**config.mk**
```make
export PLATFORM = sky130hd
export DESIGN_NAME = mem_arbiter
export DESIGN_NICKNAME = d
export VERILOG_FILES = /design/src/rtl/mem_arb_pkg.sv /design/src/rtl/mem_arb_tag_fifo.sv /design/src/rtl/mem_arbiter.sv
export SDC_FILE = /design/constraint.sdc
export NUM_CORES = 1
export LEC_CHECK = 0
export CAP_MARGIN = 0
export CORE_ASPECT_RATIO = 0.75
export CORE_MARGIN = 1.5
export CORE_UTILIZATION = 33
export CTS_CLUSTER_SIZE = 30
export DETAILED_ROUTE_END_ITERATION = 7
export PLACE_DENSITY_LB_ADDON = 0.15
export SYNTH_ARGS = -nofsm -noshare
export SYNTH_HDL_FRONTEND = slang
export SYNTH_SLANG_ARGS = --single-unit
```
**constraint.sdc**
```tcl
create_clock -name clkSYS -period 3.12 [get_ports clkSYS]
set_input_delay 0.936 -clock clkSYS [delete_from_list [all_inputs] [get_ports clkSYS]]
set_output_delay 0.936 -clock clkSYS [all_outputs]
set_load 0.1 [all_outputs]
```
**src/rtl/mem_arb_pkg.sv**
```systemverilog
// Shared types, default widths and the winner-pick function for mem_arbiter.
package mem_arb_pkg;

   typedef enum logic {Idle = 1'b0, Grant = 1'b1} arb_state_t;

   localparam int AW          = 24;
   localparam int DW          = 16;
   localparam int MAX_CLIENTS = 8;

   // First requesting client found scanning upward from ptr, wrapping modulo n.
   function automatic int arb_pick(input logic [7:0] req, input logic [2:0] ptr, input int n);
      int         win;
      logic       found;
      logic [2:0] idx;
      win   = 0;
      found = 1'b0;
      for (int i = 0; i < MAX_CLIENTS; i++) begin
         idx = 3'((int'(ptr) + i) % n);
         if ((i < n) && !found && req[idx]) begin
            win   = int'(idx);
            found = 1'b1;
         end
      end
      return win;
   endfunction

endpackage

```
**src/rtl/mem_arb_tag_fifo.sv**
```systemverilog
// Read-tag FIFO for mem_arbiter: holds the issuing client of every outstanding read in issue order.
module mem_arb_tag_fifo
   import mem_arb_pkg::*;
#(
   parameter int TAGS = 4,
   parameter int W    = 2
) (
   input  logic         clk,
   input  logic         rst,
   input  logic         push,
   input  logic         pop,
   input  logic [W-1:0] din,
   output logic [W-1:0] dout,
   output logic         full,
   output logic         empty
);

   localparam int PW = $clog2(TAGS) + 1;
   localparam int IW = PW - 1;

   logic [PW-1:0] wr_ptr_r;
   logic [PW-1:0] rd_ptr_r;
   logic [W-1:0]  store_r [TAGS];
   logic          do_push_s;
   logic          do_pop_s;

   // Status flags and head read; a push into a full FIFO is legal only alongside a pop.
   always_comb begin
      full      = (wr_ptr_r[PW-1] != rd_ptr_r[PW-1]) && (wr_ptr_r[IW-1:0] == rd_ptr_r[IW-1:0]);
      empty     = (wr_ptr_r == rd_ptr_r);
      dout      = store_r[rd_ptr_r[IW-1:0]];
      do_push_s = push && (!full || pop);
      do_pop_s  = pop && !empty;
   end

   // Pointer and storage update.
   always_ff @(posedge clk or posedge rst) begin
      if (rst) begin
         wr_ptr_r <= '0;
         rd_ptr_r <= '0;
         for (int i = 0; i < TAGS; i++) begin
            store_r[i] <= '0;
         end
      end else begin
         if (do_push_s) begin
            store_r[wr_ptr_r[IW-1:0]] <= din;
            wr_ptr_r                  <= wr_ptr_r + PW'(1);
         end
         if (do_pop_s) begin
            rd_ptr_r <= rd_ptr_r + PW'(1);
         end
      end
   end

endmodule

```
**src/rtl/mem_arbiter.sv**
```systemverilog
// N-client SDRAM request arbiter with read-return steering via a tag FIFO.
// Define MEM_ARB_RR_EN for round-robin arbitration; otherwise lowest index wins.
module mem_arbiter
   import mem_arb_pkg::*;
#(
   parameter int N    = 4,
   parameter int AW   = mem_arb_pkg::AW,
   parameter int DW   = mem_arb_pkg::DW,
   parameter int TAGS = 4
) (
   input  logic          clkSYS,
   input  logic          reset,
   input  logic [N-1:0]  req,
   input  logic [N-1:0]  wr,
   input  logic [N*AW-1:0] addr,
   input  logic [N*DW-1:0] data,
   output logic [N-1:0]  ack,
   output logic [DW-1:0] mem,
   output logic [N-1:0]  valid,
   output logic [AW-1:0] m_addr,
   output logic [DW-1:0] m_data,
   output logic          m_wr,
   output logic          m_req,
   input  logic          m_ack,
   input  logic [DW-1:0] m_rdata,
   input  logic          m_rvalid,
   output logic          busy,
   output logic          err
);

   localparam int GW = $clog2(N);

   arb_state_t    state_r;
   arb_state_t    state_nxt_s;
   logic [GW-1:0] gnt_r;
   logic [GW-1:0] gnt_nxt_s;
   logic          sel_req_s;
   logic          sel_wr_s;
   logic          stall_s;
   logic          accept_s;
   logic          tag_push_s;
   logic          tag_pop_s;
   logic [GW-1:0] tag_dout_s;
   logic          tag_full_s;
   logic          tag_empty_s;
   logic [N-1:0]  valid_r;
   logic [DW-1:0] mem_r;
   logic          err_r;
`ifdef MEM_ARB_RR_EN
   logic [GW-1:0] ptr_r;
`endif

   // Controller-side mux and handshake; a read is held off while every tag is in use.
   always_comb begin
      sel_req_s  = req[gnt_r];
      sel_wr_s   = wr[gnt_r];
      stall_s    = tag_full_s && !sel_wr_s;
      m_req      = 1'b0;
      m_wr       = 1'b0;
      m_addr     = '0;
      m_data     = '0;
      ack        = '0;
      if (state_r == Grant) begin
         m_req  = sel_req_s && !stall_s;
         m_wr   = sel_wr_s;
         m_addr = addr[gnt_r*AW +: AW];
         m_data = data[gnt_r*DW +: DW];
      end else begin
         m_req  = 1'b0;
      end
      accept_s   = m_req && m_ack;
      if (accept_s) begin
         ack[gnt_r] = 1'b1;
      end else begin
         ack = '0;
      end
      tag_push_s = accept_s && !sel_wr_s;
      tag_pop_s  = m_rvalid && !tag_empty_s;
   end

   // Next-state and winner selection.
   always_comb begin
      state_nxt_s = state_r;
      gnt_nxt_s   = gnt_r;
      case (state_r)
         Idle: begin
            if (|req) begin
               state_nxt_s = Grant;
`ifdef MEM_ARB_RR_EN
               gnt_nxt_s   = GW'(arb_pick(8'(req), 3'(ptr_r), N));
`else
               gnt_nxt_s   = GW'(arb_pick(8'(req), 3'd0, N));
`endif
            end else begin
               state_nxt_s = Idle;
            end
         end
         Grant: begin
            if (accept_s || !sel_req_s) begin
               state_nxt_s = Idle;
            end else begin
               state_nxt_s = Grant;
            end
         end
         default: begin
            state_nxt_s = Idle;
         end
      endcase
   end

   // FSM state and registered grant index.
   always_ff @(posedge clkSYS or posedge reset) begin
      if (reset) begin
         state_r <= Idle;
         gnt_r   <= '0;
      end else begin
         state_r <= state_nxt_s;
         gnt_r   <= gnt_nxt_s;
      end
   end

`ifdef MEM_ARB_RR_EN
   // Round-robin pointer moves just past the client that was accepted.
   always_ff @(posedge clkSYS or posedge reset) begin
      if (reset) begin
         ptr_r <= '0;
      end else if (accept_s) begin
         ptr_r <= (gnt_r == GW'(N - 1)) ? '0 : gnt_r + GW'(1);
      end
   end
`endif

   // Read return steering and sticky orphan-return error.
   always_ff @(posedge clkSYS or posedge reset) begin
      if (reset) begin
         valid_r <= '0;
         mem_r   <= '0;
         err_r   <= 1'b0;
      end else begin
         valid_r <= '0;
         if (tag_pop_s) begin
            valid_r <= N'(1) << tag_dout_s;
            mem_r   <= m_rdata;
         end
         if (m_rvalid && tag_empty_s) begin
            err_r <= 1'b1;
         end
      end
   end

   assign valid = valid_r;
   assign mem   = mem_r;
   assign err   = err_r;
   assign busy  = (state_r == Grant) || !tag_empty_s;

   mem_arb_tag_fifo #(
      .TAGS (TAGS),
      .W    (GW)
   ) u_tag_fifo (
      .clk   (clkSYS),
      .rst   (reset),
      .push  (tag_push_s),
      .pop   (tag_pop_s),
      .din   (gnt_r),
      .dout  (tag_dout_s),
      .full  (tag_full_s),
      .empty (tag_empty_s)
   );

endmodule

```
[Yosys cells after proc, flatten, opt, wreduce, memory -nomap -nowiden]
Cells that the tools add are included.
Storage, ports and cells
  bits in registers: 38
  bits in latches: 0
  RAM bits: 0
  memory bits (read-only): 0
  input port bits: 188
  output and inout bits: 68
  logic and storage cells: 88
  memories: 0
Operators by class
  add/sub/neg operators: 2
  multipliers: 1
  divide/modulo/power cells: 0
  order comparisons: 5
  equality and inequality tests: 3
  shifts and indexed selects: 3
  multiplexer cells: 33
  bitwise logic cells: 3
  reductions and logical operators: 27
Operators by type and width (count)
  indexed part select 96 x 8 -> 24 bit: 1
  indexed part select 64 x 7 -> 16 bit: 1
  two-way mux 24 bit: 1
  two-way mux 1 bit: 17
  two-way mux 16 bit: 1
  logical AND 1 bit: 14
  two-way mux 2 bit: 5
  bitwise mux 8 bit: 1
  logical NOT 1 bit: 8
  two-way mux 4 bit: 2
  adder 3 x 1 -> 3 bit, second input constant: 2
  greater-or-equal comparator 3 bit, second input constant: 2
  inverter 2 -> 3 bit: 2
  binary-select mux 1 bit (select 2 bit): 2
  binary-select mux 2 bit (select 2 bit): 1
  demux 2 bit (select 2 bit): 1
  multiplier 2 x 2 -> 4 bit, second input constant: 1
  OR reduction 4 bit: 1
  << shifter 1 x 2 -> 4 bit, first input constant: 1
  == test 3 bit: 1
  logical OR 1 bit: 3
  < comparator 2 x 3 -> 1 bit, second input constant: 1
  < comparator 3 x 1 -> 1 bit, second input constant: 1
  demux 1 bit (select 2 bit): 1
  6 further kinds: 6

[Logic depth before layout (Yosys ltp)]
Gate-level depths: netlist (run 1).
  depth after elaboration: 16
  gate-level depth with buffers: 5
  gate-level depth less buffers: 5

[Cells and area by module]
A second synthesis (run 1) with hierarchy kept.
Unflattened totals
  cell total of the unflattened synthesis: 232
  area total of the unflattened synthesis: 3214.3 µm²
Modules (own cells, without submodules)
  mem_arbiter: times used 1, cells an instance 177, area each 2353.5 µm², sequential area each 600.6 µm²
  mem_arb_tag_fifo: times used 1, cells an instance 55, area each 860.8 µm², sequential area each 350.3 µm²

[Least setup slack after synthesis (run 1)]
OpenSTA, ideal clock, no wires.
  kind: input to output
  start point: input port wr[1]
  end point: output port ack[0]
  data arrival time: 3.426 ns
  required time: 2.184 ns
  setup slack: -1.242 ns
  stages: 3
  path buffers: 0
  path through: mux4_2 > o211ai_1 > nor3_1
On the way
  cells in the longest elaborated chain, start to end: 9
RTL lines
  start, declared: line mem_arbiter.sv:14  | input logic [N-1:0] wr,
  binary-select mux 1 bit (select 2 bit): line mem_arbiter.sv:56  | sel_wr_s = wr[gnt_r];
  two-way mux 1 bit (not written as such): line mem_arbiter.sv:56
  logical NOT 1 bit: line mem_arbiter.sv:57  | stall_s = tag_full_s && !sel_wr_s;
  logical AND 1 bit: line mem_arbiter.sv:57
  logical NOT 1 bit: line mem_arbiter.sv:64  | m_req = sel_req_s && !stall_s;
  logical AND 1 bit: line mem_arbiter.sv:64
  two-way mux 1 bit: line mem_arbiter.sv:63  | if (state_r == Grant) begin
  logical AND 1 bit: line mem_arbiter.sv:71  | accept_s = m_req && m_ack;
  two-way mux 4 bit: line mem_arbiter.sv:72  | if (accept_s) begin
  end, declared: line mem_arbiter.sv:17  | output logic [N-1:0] ack,
Every way passes these cells. The select of a mux whose other input is x is not followed.

[Worst setup path in the final report (run 1)]
  start point: input port addr[80]
  end point: output port m_addr[8]
On the way
  cells in the longest elaborated chain, start to end: 2
RTL lines
  start, declared: line mem_arbiter.sv:15  | input logic [N*AW-1:0] addr,
  indexed part select 96 x 8 -> 24 bit: line mem_arbiter.sv:66  | m_addr = addr[gnt_r*AW +: AW];
  two-way mux 24 bit: line mem_arbiter.sv:63
  end, declared: line mem_arbiter.sv:20  | output logic [AW-1:0] m_addr,
Every way passes these cells.

==> results of run 1 <==
-- per-layer routing --
metal,global-route usage,vias up,part of all wire
met5,0,-,0
met4,0.07841,0,0.028
met3,0.07214,26,0.087
met2,0.4579,154,0.52
met1,0.2858,1530,0.36
li1,-,1395,-
-- cell usage in the layout, fill, tap and decap left out, types with 2 or more instances in the layout --
master and n:
clkdlybuf4s50_1 163, o22a_1 2, nor3_1 4, ha_1 5
buf_4 36, diode_2 2, inv_1 8, nand2_1 5
nor2_1 6, buf_2 3, dlymetal6s2s_1 12, dfrtp_1 36
and2_1 4, xnor2_1 5, mux2_2 25, nor3b_1 2
buf_12 51, clkbuf_16 5, nor3_4 4, bufinv_16 2
a21oi_1 2, buf_6 3, dlygate4sd2_1 6, and2_4 37
xor2_1 3, mux4_2 43
-- cell families (layout without fill, tap and decap cells) --
logic type,count (synthesis),count (layout)
buf+inv,27,290
flops,38,38
mux,71,71
xor+xnor,8,8
fa+ha+maj,5,5
simple gates,70,70
other cells,0,2
compound gates,11,11
-- final timing paths --
check | to | cells after the start | start | slack [ns]
max | m_addr[8] | 4 | addr[80] | 0.02
min | u_tag_fifo.store_r[0] | 1 | u_tag_fifo.store_r[0] | 0.50
max reg2reg | u_tag_fifo.store_r[1] | 8 | gnt_r[1] | 0.70
min reg2reg | u_tag_fifo.store_r[0] | 1 | u_tag_fifo.store_r[0] | 0.50
max in group asynchronous | gnt_r[0] | 3 | reset | 1.51
min in group asynchronous | mem[6] | 2 | reset | 1.05
-- through the flow --
step | TNS [ns] | hold WS [ns] | instances
after global placement | -1.671 | 0.4556 | 588
after detailed placement | -1.813 | 0.4928 | 588
final | 0 | 0.5042 | 603
after global routing | -0.006554 | 0.5239 | 603
after CTS | -0.02787 | 0.5057 | 601
after floorplan | -0.9949 | 0.4752 | 230
-- area by class of cell --
cell class / count / share of cell area
inverters: 8 / 0.004571
clock buffers: 5 / 0.01905
repair buffers: 274 / 0.4832
well taps: 108 / 0.02057
flip-flops and latches: 38 / 0.1455
clock inverters: 3 / 0.01048
multi-input cells: 165 / 0.3158
diodes: 2 / 0.0007619
-- what timing repair did --
action                                  in CTS  in global routing
endpoints found under the setup margin      24                 31
buffers inserted                             5                  0
pin swaps                                    4                  4
gates resized for setup                     46                 34
-- sequential cells by signal, indices dropped and copies added (netlist names) --
| name | count |
|---|---|
| u_tag_fifo.rd_ptr_r | 3 |
| u_tag_fifo.wr_ptr_r | 3 |
| valid | 4 |
| gnt_r | 2 |
| state_r | 1 |
| u_tag_fifo.store_r | 8 |
| err | 1 |
| mem | 16 |
-- worst max-delay path: stages --
cell             delay, ns
clkdlybuf4s50_1       0.40
mux4_2                0.48
and2_4                0.18
buf_12                0.16
==> flow_summary.toml, run 1 <==
[status]
outcome = "completed"

[place]
io_buffers = 255
post-dp-hpwl_um = 9889
pre_cts_ws_ns = -0.3084
gp_congestion = 0.8629
postPlaceCellArea_mm2 = 0.006243

[worst_setup_path]
critical_path_required_ns = 2.18
critPathArrivalTime_ns = 2.16
worst_setup_path_start_kind = "primary input"
setup.worst_path.class = "primary input to output pin"
crit_fanout = 1
cp-end-kind = "output pin"

[detailed_routing]
drcViolationCount = 0
drtPass1Iterations = 4
routed_via_density = 5.149
drtAntennaViolNets = 0
drt_iter0_drc = 119
via_count = 3105
wire_per_inst_um = 19.93
drt-total-wl_um = 12020

[min_path]
hold_class = "flop to flop"

[logic_synthesis]
syn_avg_cell_area_um2 = 13.00
yosysMostFrequentCell = "mux4_2"
synth-simple-area-share = 0.1381
synth_xor_area_frac = 0.02343
ys_top_cells_by_count = "mux4_2 (43), and2_1 (41), dfrtp_1 (38)"
ys_async_sr_fraction = 1.000
synth_top_family_by_area = "multiplexers"
synth_seq_cells = 38
synthCells = 230
synth_top_area_share = 0.3238
ys_warn_count = 0
synth_compound_area_frac = 0.03138
synth_seq_area_share = 0.3180
netlist_area_mm2 = 0.002990
ys_top_cells_by_area = "mux4_2 (32%), dfrtp_1 (32%), mux2_2 (9.4%), and2_1 (8.6%), ha_1 (2.1%)"
synth_top_area_cell = "mux4_2"
dominantRegCellSynth = "dfrtp_1"
synth_edf_count = 0
synthAdderAreaFrac = 0.02092
syn_nets = 423
synthMuxAreaShare = 0.4297
synthDistinctLibCells = 34

[floorplanning]
num_rows = 29
die_area_mm2 = 0.009648
die-height_um = 85.44
coreArea_mm2 = 0.008636
start_util = 0.3463
dieWidth_um = 112.9
io_pins = 256

[clock_tree]
path_clk_slew_ns = 0.06
cts_root_buffer = "clkbuf_16"
cts_max_level = 2
clock_latency_ns = 0.28
cts_made_buffers = 5
clock_sinks = 38
clockBufferDepth = 2
ctsHoldBuffers = 0
cts_tree = "done"

[global_routing]
overflow = 0
grt_pass1_vias = 3425
grt_use_total = 0.2507
grt_max_degree = 48
grt_pass1_wl_um = 18530
grt_antenna_before_repair = 2

[sta]
relSlewSlack = 0.5679
period_share = 0.9937
worst_pin_slew_ns = 0.6474
max_freq_mhz = 322.5
hold_viol = 0
rsz0062_at_grt = "yes"
worst_clock_skew_ns = 0.004247
setup_violations = 0
setup_ws_ns = 0.01956
final_max_slew_viol_count = 0
min_period_ns = 3.100

[job]
maxCapViolCount = 0

[final_layout]
areaGrowthSynthToFinish_pct = 119.7
nets = 685
seq_area_um2 = 955.9
layout-drive-gt1-share = 0.4462
design_area_mm2 = 0.006569
multiInputGateArea_mm2 = 0.002074
fill_cells = 586
final_util = 0.7606
Power of run 1 is not shown: default switching activity piles up to over one toggle a cycle in this logic, so the estimate is an artifact.
==> run 2, diff against run 1 <==
--- a/config.mk
+++ b/config.mk
@@ -6,11 +6,10 @@
 export NUM_CORES = 1
 export LEC_CHECK = 0
 export CAP_MARGIN = 0
-export CORE_ASPECT_RATIO = 0.75
-export CORE_MARGIN = 1.5
-export CORE_UTILIZATION = 33
+export CORE_AREA = 2 2 99 101
 export CTS_CLUSTER_SIZE = 30
 export DETAILED_ROUTE_END_ITERATION = 7
+export DIE_AREA = 0 0 101 103
 export PLACE_DENSITY_LB_ADDON = 0.15
 export SYNTH_ARGS = -nofsm -noshare
 export SYNTH_HDL_FRONTEND = slang
==> flow_summary.toml, run 2 (synthesis gave the netlist of run 1 again) <==
[status]
outcome = "complete, but fails checks"
violations = "setup timing"

[clock_tree]
cts_tree = "done"
ctsHoldBuffers = 0
cts_root_buffer = "clkbuf_8"
path_clk_slew_ns = 0.08
clock_sinks = 38
cts_made_buffers = 5
cts_max_level = 2
clockBufferDepth = 2
clock_latency_ns = 0.29

[detailed_routing]
drtAntennaViolNets = 0
drtPass1Iterations = 4
drt-total-wl_um = 12780
routed_via_density = 5.023
wire_per_inst_um = 21.05
drt_iter0_drc = 74
drcViolationCount = 0
via_count = 3049

[floorplanning]
start_util = 0.3161
num_rows = 36
io_pins = 256
coreArea_mm2 = 0.009459
die_area_mm2 = 0.01040
die-height_um = 103
dieWidth_um = 101

[worst_setup_path]
setup.worst_path.class = "primary input to output pin"
reg2reg_depth = 5
crit_path_cell_trace = "buf_6 > mux4_2 > o211ai_1 > buf_4 > nor3_4 > buf_12"
crit_path_max_incr_delay_ns = 0.54
crit_path_end = "ack[0]"
worst_setup_path_start_kind = "primary input"
critPathArrivalTime_ns = 2.20
critical_path_required_ns = 2.18
crit_fanout = 5
cp.depth = 6
rr_startpoint = "gnt_r[0]"
reg2reg_to = "u_tag_fifo.store_r[1]"
cp_top_family = "multiplexers"
cp-end-kind = "output pin"
cp_slowest_cell = "mux4_2"
critical_path.startpoint = "wr[3]"
r2r_slack_ns = 0.78
path_buf_inv = 3

[sta]
setup_ws_ns = -0.01817
worst_clock_skew_ns = 0.005209
final_max_slew_viol_count = 0
rsz0062_at_grt = "yes"
relSlewSlack = 0.6117
hold_viol = 0
max_freq_mhz = 318.7
worst_pin_slew_ns = 0.5825
period_share = 1.006
setup_violations = 4
min_period_ns = 3.138

[place]
post-dp-hpwl_um = 10480
gp_congestion = 0.9328
io_buffers = 255
postPlaceCellArea_mm2 = 0.006236

[final_layout]
layout-drive-gt1-share = 0.4422
diodes = 0
nets = 685
design_area_mm2 = 0.006476
largest_reg_flops = 16
fill_cells = 737
areaGrowthSynthToFinish_pct = 116.6
layout_common_cells = "clkdlybuf4s50_1 (136), buf_12 (48), mux4_2 (43)"
final_common_cell = "clkdlybuf4s50_1"

[job]
maxCapViolCount = 0

[global_routing]
grt_antenna_before_repair = 0
grt_pass1_vias = 3097
overflow = 0
grt_max_degree = 48
grt_pass1_wl_um = 18210
grt_use_total = 0.2343

[min_path]
hold_class = "flop to flop"
## run 2: cell count changes in the layout (fill, tap and decap cells not counted), moves of 3 or more
cell / delta
buf_12: -3
buf_4: +3
clkbuf_16: -5
clkbuf_8: +5
clkdlybuf4s50_1: -27
dlygate4sd2_1: +13
dlymetal6s2s_1: +16
## run 2: final cells by class
| cell class | count | area (µm²) | share of cell area |
|---|---|---|---|
| Tap cell | 114 | 142.6 | 0.02202 |
| Inverter | 8 | 30.03 | 0.004637 |
| Timing Repair Buffer | 274 | 3164 | 0.4886 |
| Multi-Input combinational cell | 165 | 2069 | 0.3196 |
| Sequential cell | 38 | 955.9 | 0.1476 |
| Clock buffer | 5 | 68.82 | 0.01063 |
| Clock inverter | 3 | 45.04 | 0.006955 |
## run 2: repair_timing
| action | in CTS | in global routing |
|---|---|---|
| setup buffers | 1 | 1 |
| resized for setup | 62 | 38 |
| endpoints found under the setup margin | 36 | 32 |
| pin swaps | 4 | 4 |
## run 2: routing by layer
metal / global-route usage / wire (µm)
met5: 0 / 0
met4: 0.05821 / 251
met3: 0.04475 / 947
met2: 0.4154 / 6647
met1: 0.2963 / 4931
## run 2: worst min-delay path by stage
stage | to | slack [ns] | cells past startpoint | startpoint
2_1_floorplan | u_tag_fifo.store_r[2] | 0.48 | 1 | u_tag_fifo.store_r[2]
4_1_cts | err | 0.48 | 1 | err
3_5_place_dp | err | 0.46 | 1 | err
5_1_grt | u_tag_fifo.store_r[3] | 0.51 | 1 | u_tag_fifo.store_r[3]
3_3_place_gp | err | 0.46 | 1 | err
6_report | err | 0.48 | 1 | err
## run 2: metrics by stage
step | utilization | hold WS [ns] | setup TNS [ns] | setup WS [ns] | std cells
after floorplan | - | 0.4752 | -0.9949 | -0.1979 | 230
after detailed placement | 0.6593 | 0.4616 | -2.241 | -0.3720 | 597
after global routing | 0.6847 | 0.5150 | -0.2876 | -0.07955 | 607
after CTS | 0.6738 | 0.4787 | -0.2317 | -0.06963 | 606
final | 0.6847 | 0.4759 | -0.04758 | -0.01817 | 607
after global placement | 0.6593 | 0.4609 | -2.200 | -0.3614 | 597
Power of run 2 is left out for the same reason.
